--- config.mk ---
export PLATFORM = sky130hd
export DESIGN_NAME = seq_signed_divider
export DESIGN_NICKNAME = d
export VERILOG_FILES = /design/src/rtl/seq_signed_divider.sv
export SDC_FILE = /design/constraint.sdc
export NUM_CORES = 1
export LEC_CHECK = 0
export ABC_AREA = 1
export CAP_MARGIN = 25
export CORE_MARGIN = 4
export CORE_UTILIZATION = 40
export DETAILED_ROUTE_END_ITERATION = 10
export HOLD_SLACK_MARGIN = 0.1
export PLACE_DENSITY = 0.57
export SYNTH_ARGS = -nofsm -noshare
export SYNTH_HDL_FRONTEND = slang
export SYNTH_SLANG_ARGS = --single-unit
--- constraint.sdc ---
create_clock -name clk -period 5.5 [get_ports clk]
set_input_delay 1.1 -clock clk [delete_from_list [all_inputs] [get_ports clk]]
set_output_delay 1.1 -clock clk [all_outputs]
set_load 0.005 [all_outputs]
--- src/rtl/seq_signed_divider.sv ---
// Iterative restoring divider: signed NW-bit dividend by unsigned DW-bit divisor.
// Quotient truncates toward zero and the remainder takes the dividend's sign.
// Each divide works on the dividend's magnitude, one quotient bit per cycle.
// A final FIX cycle applies the dividend's sign to the result.
// Valid/ready handshakes on both sides, with one operation in flight at a time.
module seq_signed_divider #(
  parameter int unsigned NW = 5,
  parameter int unsigned DW = 2
) (
  input  logic          clk,
  input  logic          rst_n,
  input  logic          in_valid,
  output logic          in_ready,
  input  logic [NW-1:0] dividend,
  input  logic [DW-1:0] divisor,
  output logic          out_valid,
  input  logic          out_ready,
  output logic [NW-1:0] quotient,
  output logic [DW:0]   remainder,
  output logic          div_by_zero
);

  localparam int unsigned CW = (NW > 1) ? $clog2(NW) : 1;

  typedef enum logic [1:0] {StIdle, StRun, StFix, StDone} state_t;

  state_t        state;
  logic [CW-1:0] cnt;      // current quotient bit, NW-1 down to 0
  logic [NW-1:0] mag;      // |dividend| as unsigned; the minimum value maps to 2^(NW-1)
  logic [NW-1:0] q_acc;    // unsigned quotient being built
  logic [DW-1:0] dvs;      // captured divisor
  logic [DW:0]   p;        // partial remainder, always < dvs between steps
  logic          neg;      // dividend was negative
  logic          dz_pend;  // operation was a divide by zero

  logic [NW-1:0] abs_n;
  logic [DW:0]   trial;
  logic          fits;
  logic [DW:0]   p_step;

  // Operand magnitude and one restoring-division step.
  always_comb begin
    abs_n  = dividend[NW-1] ? (~dividend + 1'b1) : dividend;
    // p < dvs, so p fits in DW bits and the shifted value fits in DW+1 bits.
    trial  = {p[DW-1:0], mag[cnt]};
    fits   = (trial >= {1'b0, dvs});
    p_step = fits ? (trial - {1'b0, dvs}) : trial;
  end

  // Control FSM, datapath registers and registered outputs.
  always_ff @(posedge clk or negedge rst_n) begin
    if (!rst_n) begin
      state       <= StIdle;
      cnt         <= '0;
      mag         <= '0;
      q_acc       <= '0;
      dvs         <= '0;
      p           <= '0;
      neg         <= 1'b0;
      dz_pend     <= 1'b0;
      in_ready    <= 1'b1;
      out_valid   <= 1'b0;
      quotient    <= '0;
      remainder   <= '0;
      div_by_zero <= 1'b0;
    end else begin
      unique case (state)
        StIdle: begin
          // in_ready is high throughout IDLE, so in_valid alone is an accept.
          if (in_valid) begin
            in_ready <= 1'b0;
            neg      <= dividend[NW-1];
            mag      <= abs_n;
            dvs      <= divisor;
            p        <= '0;
            q_acc    <= '0;
            cnt      <= CW'(NW - 1);
            if (divisor == '0) begin
              // Zero divisor skips the iterations but still takes the FIX cycle
              // to load an all-zero result, so out_valid rises one edge after accept.
              dz_pend <= 1'b1;
              state   <= StFix;
            end else begin
              dz_pend <= 1'b0;
              state   <= StRun;
            end
          end
        end
        StRun: begin
          p          <= p_step;
          q_acc[cnt] <= fits;
          cnt        <= cnt - 1'b1;
          if (cnt == '0) begin
            state <= StFix;
          end
        end
        StFix: begin
          // Negating q is safe for the minimum dividend: 2^(NW-1) negates to itself.
          quotient    <= neg ? (~q_acc + 1'b1) : q_acc;
          remainder   <= neg ? (~p + 1'b1) : p;
          div_by_zero <= dz_pend;
          out_valid   <= 1'b1;
          state       <= StDone;
        end
        StDone: begin
          if (out_ready) begin
            out_valid <= 1'b0;
            in_ready  <= 1'b1;
            state     <= StIdle;
          end
        end
        default: begin
          state <= StIdle;
        end
      endcase
    end
  end

endmodule

**After elaboration in Yosys (flattened, before gate mapping)**

Index checks and enable logic that the tools add are counted.

- Eq/ne operators: 6
- Multiplexer cells: 26
- Add/sub/neg operators: 5
- Magnitude comparators: 3
- Bitwise gates (word level): 3
- Reductions and logical operators: 12

Operators with widths:

| operator | number |
|---|---|
| 5-bit 2-to-1 mux | 3 |
| 3-bit 2-to-1 mux | 4 |
| 3-bit case mux with 2 select lines | 2 |
| 5-bit by 1-bit adder with 5-bit output, second input constant | 2 |
| 5-bit inverter | 2 |
| 5-bit case mux with 2 select lines | 1 |
| 2-bit 2-to-1 mux | 4 |
| 2-bit case mux with 4 select lines | 1 |
| 1-bit 2-to-1 mux | 6 |
| 2-bit != test, second input constant | 3 |
| 2-bit AND reduction | 3 |
| 3-bit AND reduction | 2 |
| 2-bit nonzero test | 3 |
| 5-bit bitwise mux | 1 |
| 2-bit == test, second input constant | 2 |
| 2-bit zero test | 2 |
| 3-bit by 4-bit < comparator with 1-bit output, second input constant | 1 |
| 1-bit case mux with 2 select lines | 2 |
| 3-bit by 1-bit adder with 3-bit output, second input constant | 1 |
| 1-bit binary-select mux with 3-bit select | 1 |
| 1-bit demux with 3-bit select | 1 |
| 3-bit by 1-bit >= comparator with 1-bit output, second input constant | 1 |
| 3-bit by 2-bit >= comparator with 1-bit output | 1 |
| 3-bit zero test | 1 |
| other kinds (5) | 5 |

- Input port bits: 11
- Logic and storage cells: 68
- Flip-flop bits (word level): 33
- Output and inout bits: 11

**Depth between registers and ports, before layout**

- Depth in word-level cells: 6
- Gate-level depth with buffers: 13
- Gate-level depth less buffers: 13

**Worst setup path before layout**

No wires, ideal clock.

- Path type: register to register
- From: register cnt[0]
- To: register p[2]
- Library setup time: 129 ps
- Cell stages (with the launch flop): 11
- Data arrival time: 1695 ps
- Buffers on the path: 0
- Path slack: 3676 ps
- Required time: 5371 ps
- Period minus slack after synthesis: 1824 ps
- Cells stage by stage: dfrtp_1 > clkinv_1 > nand2_1 > nand3_1 > nand3_1 > inv_1 > ha_1 > fa_1 > xor2_1 > nand2_1 > o22ai_1

- Cells in the longest elaborated chain, start to end: 5
- Elaborated cells between the ends (all ways): 6
- Classes of those cells: add/sub (1); order compare (1); mux (4)

RTL lines:

| element | RTL line | RTL |
|---|---|---|
| from (decl) | 28 | `logic [CW-1:0] cnt;` |
| from (signal assigned) | 77 | `cnt <= CW'(NW - 1);` |
| from (signal assigned) | 92 | `cnt <= cnt - 1'b1;` |
| 1-bit binary-select mux with 3-bit select (*) | 45 | `trial = {p[DW-1:0], mag[cnt]};` |
| 1-bit 2-to-1 mux (not written as such) (*) | 45 |  |
| 3-bit by 2-bit subtractor with 3-bit output or 3-bit by 2-bit >= comparator with 1-bit output (tied branches) | 47, 46 |  |
| 3-bit 2-to-1 mux (*) | 47 | `p_step = fits ? (trial - {1'b0, dvs}) : trial;` |
| 3-bit case mux with 2 select lines (*) | 67 | `unique case (state)` |
| to (signal assigned) | 90 | `p <= p_step;` |
| to (decl) | 32 | `logic [DW:0] p;` |

Every way passes the cells marked *; elsewhere a longest branch is shown, timed or not. The select of a mux whose other input is x is not followed.
A chain may end at the register's enable or synchronous reset.

**Worst setup path in the final report**

- From: register in_ready
- To: output port in_ready

RTL lines:

| element | RTL line | RTL |
|---|---|---|
| from (decl) | 13 | `output logic in_ready,` |
| from (signal assigned) | 61 | `in_ready <= 1'b1;` |
| from (signal assigned) | 71 | `in_ready <= 1'b0;` |
| from (signal assigned) | 108 | `in_ready <= 1'b1;` |

No word-level cell between the ends.

==> metrics.md <==
| Metric | Value |
|---|---|
| Post_cts resized | 0 |
| # DRC | 0 |
| Comb pwr share | 0.479 |
| DP Area | approximately 2100 sq um |
| TritonCTS clock tree | built |
| Reg-to-reg critical path startpoint | cnt[0] |
| Final Slew Violations | 0 |
| Crit path from | in_ready |
| Die area | roughly 5600 sq um |
| Total GRT Usage | 0.147 |
| Max FO, Critical Path | 2 |
| Post-route design area | between 2000 and 2500 sq um |
| Termination of the worst setup path | in_ready |
| Vias per cell | 4.77 |
| Wire length on met2 | 1660 um |
| Synth async-reset ratio | 1.00 |
| Fmax | 416 MHz |
| Area growth, synth to finish | 20.7% |
| Worst vdd ir | 0.172 mV |
| CTS clk-pin slew, worst paths | 0.07 ns |
| 1st-iter DRT viols | 74 |
| Nature of the critical path endpoint | output pin |
| Max stage delay on crit path | 0.53 ns |
| Synth cell count leaders | nand2_1, dfrtp_1, inv_1 |
| Worst Path Required | ~4.4 ns |
| Synth area leaders | dfrtp_1, nand2_1, ha_1 |
| Status | completed |
| Power per cell area | 545 nW/um^2 |
| Setup violators final | 0 |
| Final GP Congestion | 0.769 |
| EDFF count, synth | 0 |
| FF+latch area | between 800 and 900 sq um |
| Final worst-path cycle share | 0.437 |
| Clk Latency, worst-skew pair | 0.28 ns |
| Worst reg2reg setup slack | 3.31 ns |
| Diode count | 0 |
| Yosys cell types | 23 |
| Leak | 1.10 nW |
| Seq/Total Area, Yosys | 0.459 |
| Flop pwr share | 0.350 |
| Area of the multi-input gates | 837 sq um |
| Die W | 75.1 um |
| Crit path kind | register to output pin |
| Psw | 0.498 mW |
| Hold Buf Count CTS | 0 |
| Synthesized area | 1800 sq um |
| Worst path cell trace | clkdlybuf4s50_1 |
| Ys Warns | 0 |
| Buffers & Inverters on Critical Path | 1 |
| Max Used Layer | met4 |
| Met1 Wirelength | 1820 um |
| Core area | 4350 sq um |
| Unrepaired setup endpoints after global routing | no |
| Clk root buf | clkbuf_8 |
| Cells after synthesis | around 230 |
| Number of global-route vias before repair | 1,363 |
| Crit-path leading delay family | flip-flops |
| Crit path time final | 2.41 ns |
| Worst min path class | register to register |
| Top-count cell post-synth | nand2_1 |
| Syn Area/Cell | a little under 8 sq um |
| Setup TNS | 0 ns |
| Normalized max-slew margin | 0.711 |
| Endpoints failing hold | 0 |
| Die Height | 75.1 um |
| Rows | 24 |
| Worst Setup Start Kind | register |
| R2R Path End | q_acc[4] |
| Post-synth top area cell | dfrtp_1 |
| Post-Route WL | 3660 um |
| Fraction of layout cells with a size suffix above 1 | 0.0586 |
| Seq cells post-synth | 33 |
| DP Wirelength | 2700 um |
| # clock sinks | 33 |
| Port bufs | 21 |
| Clock network power share | 0.171 |
| Synth top area share | 0.444 |
| Detail Route Antenna Nets | 0 |
| First-pass GRT wire length | 6290 um |
| Initial antenna violation count | 0 |
| GR Overflow Total | 0 |
| Slowest cell on the critical path | dfstp_2 |
| Synthesized Nets | 251 |
| Setup Buffers After CTS | 0 |
| Top FF cell, synth | dfrtp_1 |
| Clk buf depth | 2 |
| Met3 wire len | 147 um |
| WL/cell | between 10 and 15 um |
| Worst path depth | 1 |
| Net Sw Frac | 0.420 |
| Max-cap violations | 0 |
| Largest net degree at the start of global routing | 34 |
| H-tree levels | 2 |
| IO Pins | 22 |
| Initial core utilization | 0.414 |
| R2R cell count | 12 |
| Final Skew | 0.00288 ns |
| Tightest Pin Transition | ~0.43 ns |
| Pint | 0.687 mW |
| CTS buffer count | 5 |
| Nets | 278 |
| Critical path arrival | 1.31 ns |
| Drt pass-1 iters | 4 |
| Via count | 1,468 |
| FILL cells | between 400 and 500 |
per-stage QoR:
stage	utilization	setup slack [ns]	power [mW]	hold WS, ns	cells
6_report	0.500	3.09	1.18	0.473	308
5_1_grt	0.500	3.03	1.31	0.504	308
4_1_cts	0.500	3.08	1.20	0.477	308
2_1_floorplan	-	3.68	0.807	0.449	228
3_3_place_gp	0.476	3.10	0.992	0.462	300
3_5_place_dp	0.476	3.10	0.996	0.461	300
area by class of cell:
cell class                      instances  share of cell area
Clock inverter                          1             0.00230
Sequential cell                        33               0.380
Multi-Input combinational cell        159               0.385
Tap cell                               52              0.0299
Clock buffer                            7              0.0443
Timing Repair Buffer                   22               0.100
Inverter                               34              0.0587
logic make-up after synthesis:
| group | share of synthesized area |
|---|---|
| AND/OR/NAND/NOR | 0.255 |
| XOR/XNOR | 0.0194 |
| flip-flops | 0.459 |
| AO/OA/AOI/OAI | 0.102 |
| adder cells (fa/ha/maj) | 0.0874 |
| buffers and inverters | 0.0770 |
layer usage:
metal  global-route usage  up-vias
li1                     -      782
met1                0.202      656
met2                0.227       26
met3               0.0441        4
met4               0.0408        0
met5                    0        -
worst min path at each step:
stage	from	end	slack (ns)	cells after the start
after floorplan	dz_pend	div_by_zero	0.45	2
after global placement	quotient[3]	quotient[3]	0.46	2
after global routing	quotient[4]	quotient[4]	0.50	2
final	div_by_zero	div_by_zero	0.47	2
after CTS	div_by_zero	div_by_zero	0.48	2
after detailed placement	div_by_zero	div_by_zero	0.46	2
layout by cell type, fill, tap and decap left out:
| master | Yosys | routed |
|---|---|---|
| nor3_1 | 1 | 1 |
| inv_1 | 31 | 31 |
| inv_2 | 2 | 2 |
| o22ai_1 | 2 | 2 |
| clkinv_1 | 1 | 1 |
| dfstp_2 | 1 | 1 |
| buf_4 | 1 | 1 |
| clkbuf_8 | 0 | 7 |
| dfrtp_1 | 32 | 32 |
| o21ai_4 | 1 | 1 |
| xor2_1 | 4 | 4 |
| nor2_1 | 18 | 18 |
| nand2_1 | 63 | 63 |
| a21oi_1 | 8 | 8 |
| clkinv_2 | 0 | 1 |
| nand2_4 | 1 | 1 |
| nand2_2 | 1 | 1 |
| nand4_1 | 3 | 3 |
| clkdlybuf4s50_1 | 0 | 21 |
| fa_1 | 1 | 1 |
| o21ai_0 | 20 | 20 |
| ha_1 | 11 | 11 |
| nand3_1 | 23 | 23 |
| o211ai_1 | 1 | 1 |
| a21o_1 | 1 | 1 |
flip-flops by register name (all words and copies together) (netlist names):
signal and count:
div_by_zero 1, quotient 5, p 3, mag 5
dvs 2, cnt 3, neg 1, state 2
in_ready 1, remainder 3, out_valid 1, q_acc 5
dz_pend 1
power groups by stage:
stage | sequential (mW) | clock (mW) | combinational, mW
6_report | 0.414 | 0.203 | 0.567
5_1_grt | 0.427 | 0.218 | 0.665
4_1_cts | 0.415 | 0.207 | 0.579
3_5_place_dp | 0.420 | 0 | 0.576
3_3_place_gp | 0.418 | 0 | 0.574
2_1_floorplan | 0.408 | 0 | 0.399
No activity file was read; power rests on OpenSTA's default activity.
